File: src/rtl/mips16_pkg.sv
// Shared definitions for the 16-bit, 4-register MIPS: opcodes, instruction
// field positions and the decoded control bundle.
package mips16_pkg;

    localparam logic [3:0] OP_ADD  = 4'h0;
    localparam logic [3:0] OP_SUB  = 4'h1;
    localparam logic [3:0] OP_AND  = 4'h2;
    localparam logic [3:0] OP_OR   = 4'h3;
    localparam logic [3:0] OP_SLT  = 4'h4;
    localparam logic [3:0] OP_LW   = 4'h5;
    localparam logic [3:0] OP_SW   = 4'h6;
    localparam logic [3:0] OP_ADDI = 4'h7;
    localparam logic [3:0] OP_BEQ  = 4'h8;

    localparam int OP_HI = 15;
    localparam int OP_LO = 12;
    localparam int RS_HI = 11;
    localparam int RS_LO = 10;
    localparam int RT_HI = 9;
    localparam int RT_LO = 8;
    localparam int RD_HI = 7;
    localparam int RD_LO = 6;

    typedef struct packed {
        logic       regwrite;
        logic       memread;
        logic       memwrite;
        logic       branch;
        logic [1:0] dst;
    } ctrl_t;

endpackage

File: src/rtl/decode_stage_ctrl.sv
// Combinational instruction decoder: control bundle, which fields are read
// as sources, and the sign-extended immediate.
import mips16_pkg::*;

module decode_ctrl #(
    parameter int DATA_W = 16,
    parameter int IMM_W  = 8
) (
    input  logic [15:0]       instr,
    output ctrl_t             ctrl,
    output logic              use_rs,
    output logic              use_rt,
    output logic [DATA_W-1:0] imm
);

    assign imm = {{(DATA_W-IMM_W){instr[IMM_W-1]}}, instr[IMM_W-1:0]};

    always_comb begin
        ctrl   = '0;
        use_rs = 1'b0;
        use_rt = 1'b0;
        case (instr[OP_HI:OP_LO])
            OP_ADD, OP_SUB, OP_AND, OP_OR, OP_SLT: begin
                ctrl.regwrite = 1'b1;
                ctrl.dst      = instr[RD_HI:RD_LO];
                use_rs        = 1'b1;
                use_rt        = 1'b1;
            end
            OP_ADDI: begin
                ctrl.regwrite = 1'b1;
                ctrl.dst      = instr[RT_HI:RT_LO];
                use_rs        = 1'b1;
            end
            OP_LW: begin
                ctrl.regwrite = 1'b1;
                ctrl.memread  = 1'b1;
                ctrl.dst      = instr[RT_HI:RT_LO];
                use_rs        = 1'b1;
            end
            OP_SW: begin
                ctrl.memwrite = 1'b1;
                use_rs        = 1'b1;
                use_rt        = 1'b1;
            end
            OP_BEQ: begin
                ctrl.branch = 1'b1;
                use_rs      = 1'b1;
                use_rt      = 1'b1;
            end
            default: ;
        endcase
    end

endmodule

File: src/rtl/decode_stage.sv
// ID stage: one-entry instruction register, RAW scoreboard, EX pipeline register.
// Optional stall cycle counter enabled with `define DECODE_STALL_COUNT_EN.
import mips16_pkg::*;

module decode_stage #(
    parameter int DATA_W = 16,
    parameter int IMM_W  = 8
) (
    input  logic              clock,
    input  logic              reset_n,
    input  logic              if_valid,
    input  logic [15:0]       if_instr,
    output logic              if_ready,
    output logic [1:0]        rr1,
    output logic [1:0]        rr2,
    input  logic [DATA_W-1:0] rd1,
    input  logic [DATA_W-1:0] rd2,
    input  logic              wb_valid,
    input  logic [1:0]        wb_reg,
    output logic              ex_valid,
    input  logic              ex_ready,
    output logic [3:0]        ex_op,
    output logic [DATA_W-1:0] ex_a,
    output logic [DATA_W-1:0] ex_b,
    output logic [DATA_W-1:0] ex_imm,
    output logic [1:0]        ex_dst,
    output logic              ex_regwrite,
    output logic              ex_memread,
    output logic              ex_memwrite,
    output logic              ex_branch,
    output logic [15:0]       stall_count
);

    typedef enum logic {EMPTY, FULL} state_t;

    state_t            state, state_nxt;
    logic [15:0]       ir;
    logic [3:0]        sb, sb_nxt;
    ctrl_t             dec;
    logic              use_rs, use_rt;
    logic [DATA_W-1:0] dec_imm;
    logic              hazard, issue, load;

    assign rr1 = ir[RS_HI:RS_LO];
    assign rr2 = ir[RT_HI:RT_LO];

    decode_ctrl #(.DATA_W(DATA_W), .IMM_W(IMM_W)) u_ctrl (
        .instr  (ir),
        .ctrl   (dec),
        .use_rs (use_rs),
        .use_rt (use_rt),
        .imm    (dec_imm)
    );

    // r0 is never set in the scoreboard, so it can never raise a hazard
    assign hazard = (state == FULL) && ((use_rs && sb[rr1]) || (use_rt && sb[rr2]));

    always_comb begin
        state_nxt = state;
        issue     = 1'b0;
        load      = 1'b0;
        if_ready  = 1'b0;
        case (state)
            EMPTY: begin
                if_ready = 1'b1;
                load     = if_valid;
                if (if_valid) state_nxt = FULL;
            end
            FULL: begin
                issue    = !hazard && (!ex_valid || ex_ready);
                if_ready = issue;
                load     = issue && if_valid;
                if (issue && !if_valid) state_nxt = EMPTY;
            end
            default: state_nxt = EMPTY;
        endcase
    end

    always_ff @(posedge clock or negedge reset_n) begin
        if (!reset_n) begin
            state <= EMPTY;
            ir    <= '0;
        end else begin
            state <= state_nxt;
            if (load) ir <= if_instr;
        end
    end

    // set after clear so an issuing writer wins over a same-cycle writeback
    always_comb begin
        sb_nxt = sb;
        if (wb_valid) sb_nxt[wb_reg] = 1'b0;
        if (issue && dec.regwrite && dec.dst != 2'd0) sb_nxt[dec.dst] = 1'b1;
    end

    always_ff @(posedge clock or negedge reset_n) begin
        if (!reset_n) sb <= '0;
        else          sb <= sb_nxt;
    end

    always_ff @(posedge clock or negedge reset_n) begin
        if (!reset_n) begin
            ex_valid    <= 1'b0;
            ex_op       <= '0;
            ex_a        <= '0;
            ex_b        <= '0;
            ex_imm      <= '0;
            ex_dst      <= '0;
            ex_regwrite <= 1'b0;
            ex_memread  <= 1'b0;
            ex_memwrite <= 1'b0;
            ex_branch   <= 1'b0;
        end else if (issue) begin
            ex_valid    <= 1'b1;
            ex_op       <= ir[OP_HI:OP_LO];
            ex_a        <= rd1;
            ex_b        <= rd2;
            ex_imm      <= dec_imm;
            ex_dst      <= dec.dst;
            ex_regwrite <= dec.regwrite;
            ex_memread  <= dec.memread;
            ex_memwrite <= dec.memwrite;
            ex_branch   <= dec.branch;
        end else if (ex_ready) begin
            ex_valid <= 1'b0;
        end
    end

`ifdef DECODE_STALL_COUNT_EN
    always_ff @(posedge clock or negedge reset_n) begin
        if (!reset_n)                          stall_count <= '0;
        else if (hazard && stall_count != '1)  stall_count <= stall_count + 16'd1;
    end
`else
    assign stall_count = '0;
`endif

endmodule

File: config.mk
export PLATFORM = sky130hd
export DESIGN_NAME = decode_stage
export DESIGN_NICKNAME = d
export VERILOG_FILES = /design/src/rtl/mips16_pkg.sv /design/src/rtl/decode_stage_ctrl.sv /design/src/rtl/decode_stage.sv
export SDC_FILE = /design/constraint.sdc
export NUM_CORES = 1
export LEC_CHECK = 0
export CORE_AREA = 10 10 104 106
export CTS_CLUSTER_SIZE = 14
export DETAILED_ROUTE_END_ITERATION = 16
export DIE_AREA = 0 0 114 116
export HOLD_SLACK_MARGIN = 0.05
export PLACE_DENSITY = 0.77
export SLEW_MARGIN = 30
export SYNTH_ARGS = -nofsm -noshare
export SYNTH_HDL_FRONTEND = slang
export SYNTH_SLANG_ARGS = --single-unit
File: constraint.sdc
create_clock -name clock -period 2 [get_ports clock]
set_input_delay 0.2 -clock clock [delete_from_list [all_inputs] [get_ports clock]]
set_output_delay 0.2 -clock clock [all_outputs]
set_load 0.05 [all_outputs]
==> flow_summary.ini, run 1 <==
[detailed_routing]
drtIter0Drc = 125
avgRoutedWirePerCell_um = 19.6
drc = 0
wl_mm = 10.5
first_pass_iters = 4
routed_via_density = 5.23
dr_total_vias = 2803
ant_nets = 0

[synthesis]
synth_cell_type_count = 38
synth-edff-count = 0
synthArstFlopShare_pct = 100
synth.top_cell.area_share_pct = 52.1
syn_avg_cell_area_um2 = 12.0
ys_ff_latch = 72
synth_cells = 289
synth_top_area_cell = dfrtp_1
synth.area.top_cells = dfrtp_1, mux2_2, buf_4, a22oi_1, o211ai_1
yosys-top-cells-count = dfrtp_1, mux2_2, buf_4
ys.warnings.count = 0
seq_area_frac_synth_pct = 52.1
yosysMostFrequentCell = dfrtp_1
synth_flop_cell = dfrtp_1
synth_area_um2 = 3460

[worst_setup_path]
required_ps = 2230
cp_max_fo = 8
path_class = reg2reg
end_kind = flip-flop
r2r_slack_ps = -250
critPathLaunchType = flip-flop
crit_arrival_ps = 2480

[cells_and_area]
fillCellCount = 707
fin_nets = 478
syn2layout_area_growth_pct = 55.0
diodes = 0
finalCoreUtilization_pct = 61.7
final_area_um2 = 5360
instances_no_fill = 536
drive_gt1_share_pct = 26.9

[floorplan]
start_util_pct = 39.8
die-area_um2 = 13200
core_um2 = 8680
io_pins = 135
rows = 34
die_h_um = 116
die_x_um = 114

[grt]
grt_pass1_vias = 2949
grt_pass1_wl_mm = 15.7
overflow = 0
grt_max_degree = 73
grt_antenna_before_repair = 0
grt.total_usage_pct = 14.8

[place]
dp_hpwl_mm = 7.32
place.gp.congestion = 0.781
place_area_um2 = 4940
io_buffers = 118
dp.cells = 510

[clock_tree]
clk_pin_slew_ps = 80
clk_latency_ps = 350
clockBufferDepth = 2
cts.htree.levels = 3
numCtsBuffers = 9
clockRootBuffer = clkbuf_8
cts_tree = done
clock_sinks = 72

[sta]
setup_viol = 52
layout_setup_ws_ps = -252
hold_ws_ps = 430
finalClockSkew_ps = 10.7
slew_viol_final = 0
maxSlewHeadroom_pct = 54.6
fmax_mhz = 444
worst_pin_slew_ps = 678
post-route-period-util_pct = 113
hold_violations = 0
rsz0062_at_grt = true
layout_min_cycle_time_ps = 2250

[worst_hold_path]
hp-class = in2async

[job]
maxCapViolations = 0

[outcome]
outcome = complete, but fails checks
failed_checks = setup timing
layout make-up:
class,count,area (µm²),area share [%]
tap,108,135,2.52
timing repair buffer,158,1610,30.1
multi-input combinational,178,1590,29.8
clock inverter,5,56.3,1.05
inverter,4,15.0,0.280
sequential,72,1800,33.6
clock buffer,11,141,2.64
routing by layer:
metal / global-route usage [%] / part of all wire (%) / up-vias
met5: 0 / 0 / -
met4: 6.10 / 1.4 / 0
met3: 3.67 / 7.3 / 13
met2: 23.1 / 47 / 117
met1: 19.1 / 44 / 1392
li1: - / - / 1281
cells by family (layout without fill, tap and decap cells):
family | Yosys count | count (layout) | synth area share (%)
buffers and inverters | 54 | 178 | 9.74
other | 1 | 16 | 0.109
AO/OA/AOI/OAI | 59 | 59 | 13.3
multiplexers | 49 | 49 | 16.3
AND/OR/NAND/NOR | 54 | 54 | 8.47
flip-flops | 72 | 72 | 52.1
stage by stage:
| step | TNS, ps | setup WS, ps |
|---|---|---|
| 6_report | -11170 | -252 |
| 5_1_grt | -14520 | -318 |
| 4_1_cts | -11540 | -288 |
| 3_5_place_dp | -7980 | -212 |
| 3_3_place_gp | -5270 | -159 |
| 2_1_floorplan | -3920 | -217 |
layout by cell type (no fill, tap or decap), types with 2 or more instances in the layout:
cell	n
inv_1	4
a21oi_1	2
buf_4	29
o21ai_0	8
o211ai_1	16
buf_12	4
dfrtp_1	72
nor2b_1	3
conb_1	16
mux2_2	3
o41ai_4	2
nand4_1	16
clkbuf_16	4
clkinv_2	2
a32oi_1	3
a22oi_1	16
clkdlybuf4s50_1	116
nand2_1	21
buf_6	4
mux2_4	45
nor2_1	5
clkbuf_8	10
timing repair:
action                                 CTS  global route
hold buffers                             1             0
setup buffers                            1             2
endpoints found under the hold margin   72             0
pin swaps                                2             2
gates resized for setup                  3             6
setup endpoints to repair               66            52
gates cloned                             0             6
flip-flops by register name (all words and copies together) (netlist names), 2 cells and up:
register / count
ex_a: 16
ex_b: 16
ex_dst: 2
ex_imm: 8
ex_op: 4
ir: 16
sb: 4
final timing paths:
path,from,cells after the start,endpoint
worst min register to register,ex_a[14]$_DFFE_PN0P_,1,ex_a[14]$_DFFE_PN0P_
min in group clock,if_instr[0],3,ir[0]$_DFFE_PN0P_
worst max-delay path,ir[11]$_DFFE_PN0P_,7,ex_b[15]$_DFFE_PN0P_
max in group asynchronous,reset_n,2,sb[3]$_DFF_PN0_
worst min-delay path,reset_n,2,ex_b[8]$_DFFE_PN0P_
worst max register to register,ir[11]$_DFFE_PN0P_,7,ex_b[15]$_DFFE_PN0P_
critical path: stages (launching register included):
cell       delay [ps]
dfrtp_1           380
mux4_2            530
a221o_1           310
buf_6             140
a21oi_4           150
buf_12            160
clkbuf_16         170
mux2_4            300
Power of run 1 is not shown: default switching activity piles up to over one toggle a cycle in this logic, so the estimate is an artifact.
==> run 2: changes to the inputs <==
--- a/config.mk
+++ b/config.mk
@@ -5,12 +5,12 @@
 export SDC_FILE = /design/constraint.sdc
 export NUM_CORES = 1
 export LEC_CHECK = 0
-export CORE_AREA = 10 10 104 106
+export CORE_AREA = 10 10 100 102
 export CTS_CLUSTER_SIZE = 14
 export DETAILED_ROUTE_END_ITERATION = 16
-export DIE_AREA = 0 0 114 116
+export DIE_AREA = 0 0 110 112
 export HOLD_SLACK_MARGIN = 0.05
-export PLACE_DENSITY = 0.77
+export PLACE_DENSITY = 0.79
 export SLEW_MARGIN = 30
 export SYNTH_ARGS = -nofsm -noshare
 export SYNTH_HDL_FRONTEND = slang
==> constraint.sdc (replaced) <==
create_clock -name clock -period 2.3 [get_ports clock]
set_input_delay 0.23 -clock clock [delete_from_list [all_inputs] [get_ports clock]]
set_output_delay 0.23 -clock clock [all_outputs]
set_load 0.05 [all_outputs]
==> run 2 against run 1 <==
The run now ends clean. Clock skew up 2.8 ps. Hold slack improved by 28 ps. Worst setup slack improved by 300 ps. Non-clock buffer count decreased by 23. Global-route usage about the same. Design area decreased by 7.6%. Sequential share of layout area is 2.8 points higher. Die area down 6.8%. Critical path type unchanged. Largest cell class unchanged.
==> flow_summary.ini, run 2 (synthesized netlist as in run 1, its figures left out) <==
[outcome]
outcome = finished clean

[floorplan]
die-area_um2 = 12300
die_h_um = 112
core_um2 = 8050
die_x_um = 110
start_util_pct = 42.9
rows = 33
io_pins = 135

[grt]
grt.total_usage_pct = 14.8
grt_max_degree = 73
overflow = 0
grt_pass1_wl_mm = 14.8
grt_pass1_vias = 2879
met1_usage_pct = 16.9
grt_busiest_layer = met2
gr-usage-met2_pct = 24.2
grt_antenna_before_repair = 0
met3_usage_pct = 6.75

[detailed_routing]
ant_nets = 0
first_pass_iters = 4
drtIter0Drc = 78
drc = 0
routed_via_density = 5.26
wl_mm = 9.15
dr_total_vias = 2682
avgRoutedWirePerCell_um = 17.9

[sta]
worst_pin_slew_ps = 649
hold_ws_ps = 458
setup_viol = 0
layout_min_cycle_time_ps = 2250
maxSlewHeadroom_pct = 56.8
fmax_mhz = 444
finalClockSkew_ps = 13.5
hold_violations = 0
tns_ps = 0
layout_setup_ws_ps = 47.1
slew_viol_final = 0
post-route-period-util_pct = 98.0
rsz0062_at_grt = true

[place]
place_area_um2 = 4670
place_ws_ps = 140
place.gp.congestion = 0.797
dp_hpwl_mm = 6.84
io_buffers = 118

[cells_and_area]
diodes = 0
syn2layout_area_growth_pct = 43.2
final_cell_mix = clkdlybuf4s50_1, dfrtp_1, mux2_2
fin_nets = 455
fillCellCount = 670
layout_commonest_cell = clkdlybuf4s50_1
drive_gt1_share_pct = 21.5
reg.largest.list = ex_a (16), ex_b (16), ir (16)
final_area_um2 = 4950

[clock_tree]
cts_tree = done
clock_sinks = 72
clk_latency_ps = 340
cts.htree.levels = 3
clockBufferDepth = 2
numCtsBuffers = 9
clk_pin_slew_ps = 80
clockRootBuffer = clkbuf_8

[worst_setup_path]
end_kind = flip-flop
cp_max_fo = 27
crit_arrival_ps = 2470
critPathLaunchType = flip-flop
required_ps = 2520
path_class = reg2reg

[worst_hold_path]
hp-class = in2async

[job]
maxCapViolations = 0
==> run 2: cell count changes in the layout (fill, tap and decap cells not counted), moves of 3 or more <==
cell,previous run,this run
clkbuf_16,4,0
buf_6,4,1
buf_4,29,14
mux2_4,45,1
mux2_2,3,41
mux2_1,0,6
==> run 2: worst max-delay path: stages, from the launching register on <==
cell	delay, ps
dfrtp_1	400
mux4_2	490
a221o_1	310
buf_4	160
a21oi_4	190
buf_12	220
mux2_2	350
==> run 2: metrics by stage <==
step / util (%) / instances
floorplan: - / 304
global placement: 57.9 / 492
finish: 61.5 / 510
global route: 61.5 / 510
CTS: 61.3 / 510
detailed placement: 58.0 / 492
==> run 2: cell type report <==
type	count	area, µm²	area share (%)
Sequential cell	72	1800	36.4
Multi-Input combinational cell	178	1400	28.3
Inverter	4	15.0	0.303
Clock buffer	11	151	3.06
Clock inverter	5	103	2.07
Tap cell	105	131	2.65
Timing Repair Buffer	135	1350	27.2
==> run 2: worst paths after layout <==
path                       slack, ps                     to  cells past startpoint                  start
max in group asynchronous       1350      ir[8]$_DFFE_PN0P_                      2                reset_n
max                               50   ex_a[11]$_DFFE_PN0P_                      6        sb[3]$_DFF_PN0_
max reg2reg                       50   ex_a[11]$_DFFE_PN0P_                      6        sb[3]$_DFF_PN0_
min                              460   ex_valid$_DFFE_PN0P_                      2                reset_n
min reg2reg                      490  ex_imm[5]$_DFFE_PN0P_                      1  ex_imm[5]$_DFFE_PN0P_
min in group clock               480      ir[2]$_DFFE_PN0P_                      3            if_instr[2]
==> run 2: repair_timing <==
| item | CTS | global route |
|---|---|---|
| resized for setup | 1 | 4 |
| hold endpoints to repair | 12 | 0 |
| buffers inserted | 1 | 0 |
| endpoints found under the setup margin | 1 | 43 |
| hold buffers | 1 | 0 |
==> run 2: metal layers <==
layer | vias to the layer above | part of all wire (%)
li1 | 1230 | -
met1 | 1342 | 37
met2 | 101 | 51
met3 | 9 | 11
met4 | 0 | 0.99
met5 | - | 0
Power of run 2 is left out for the same reason.
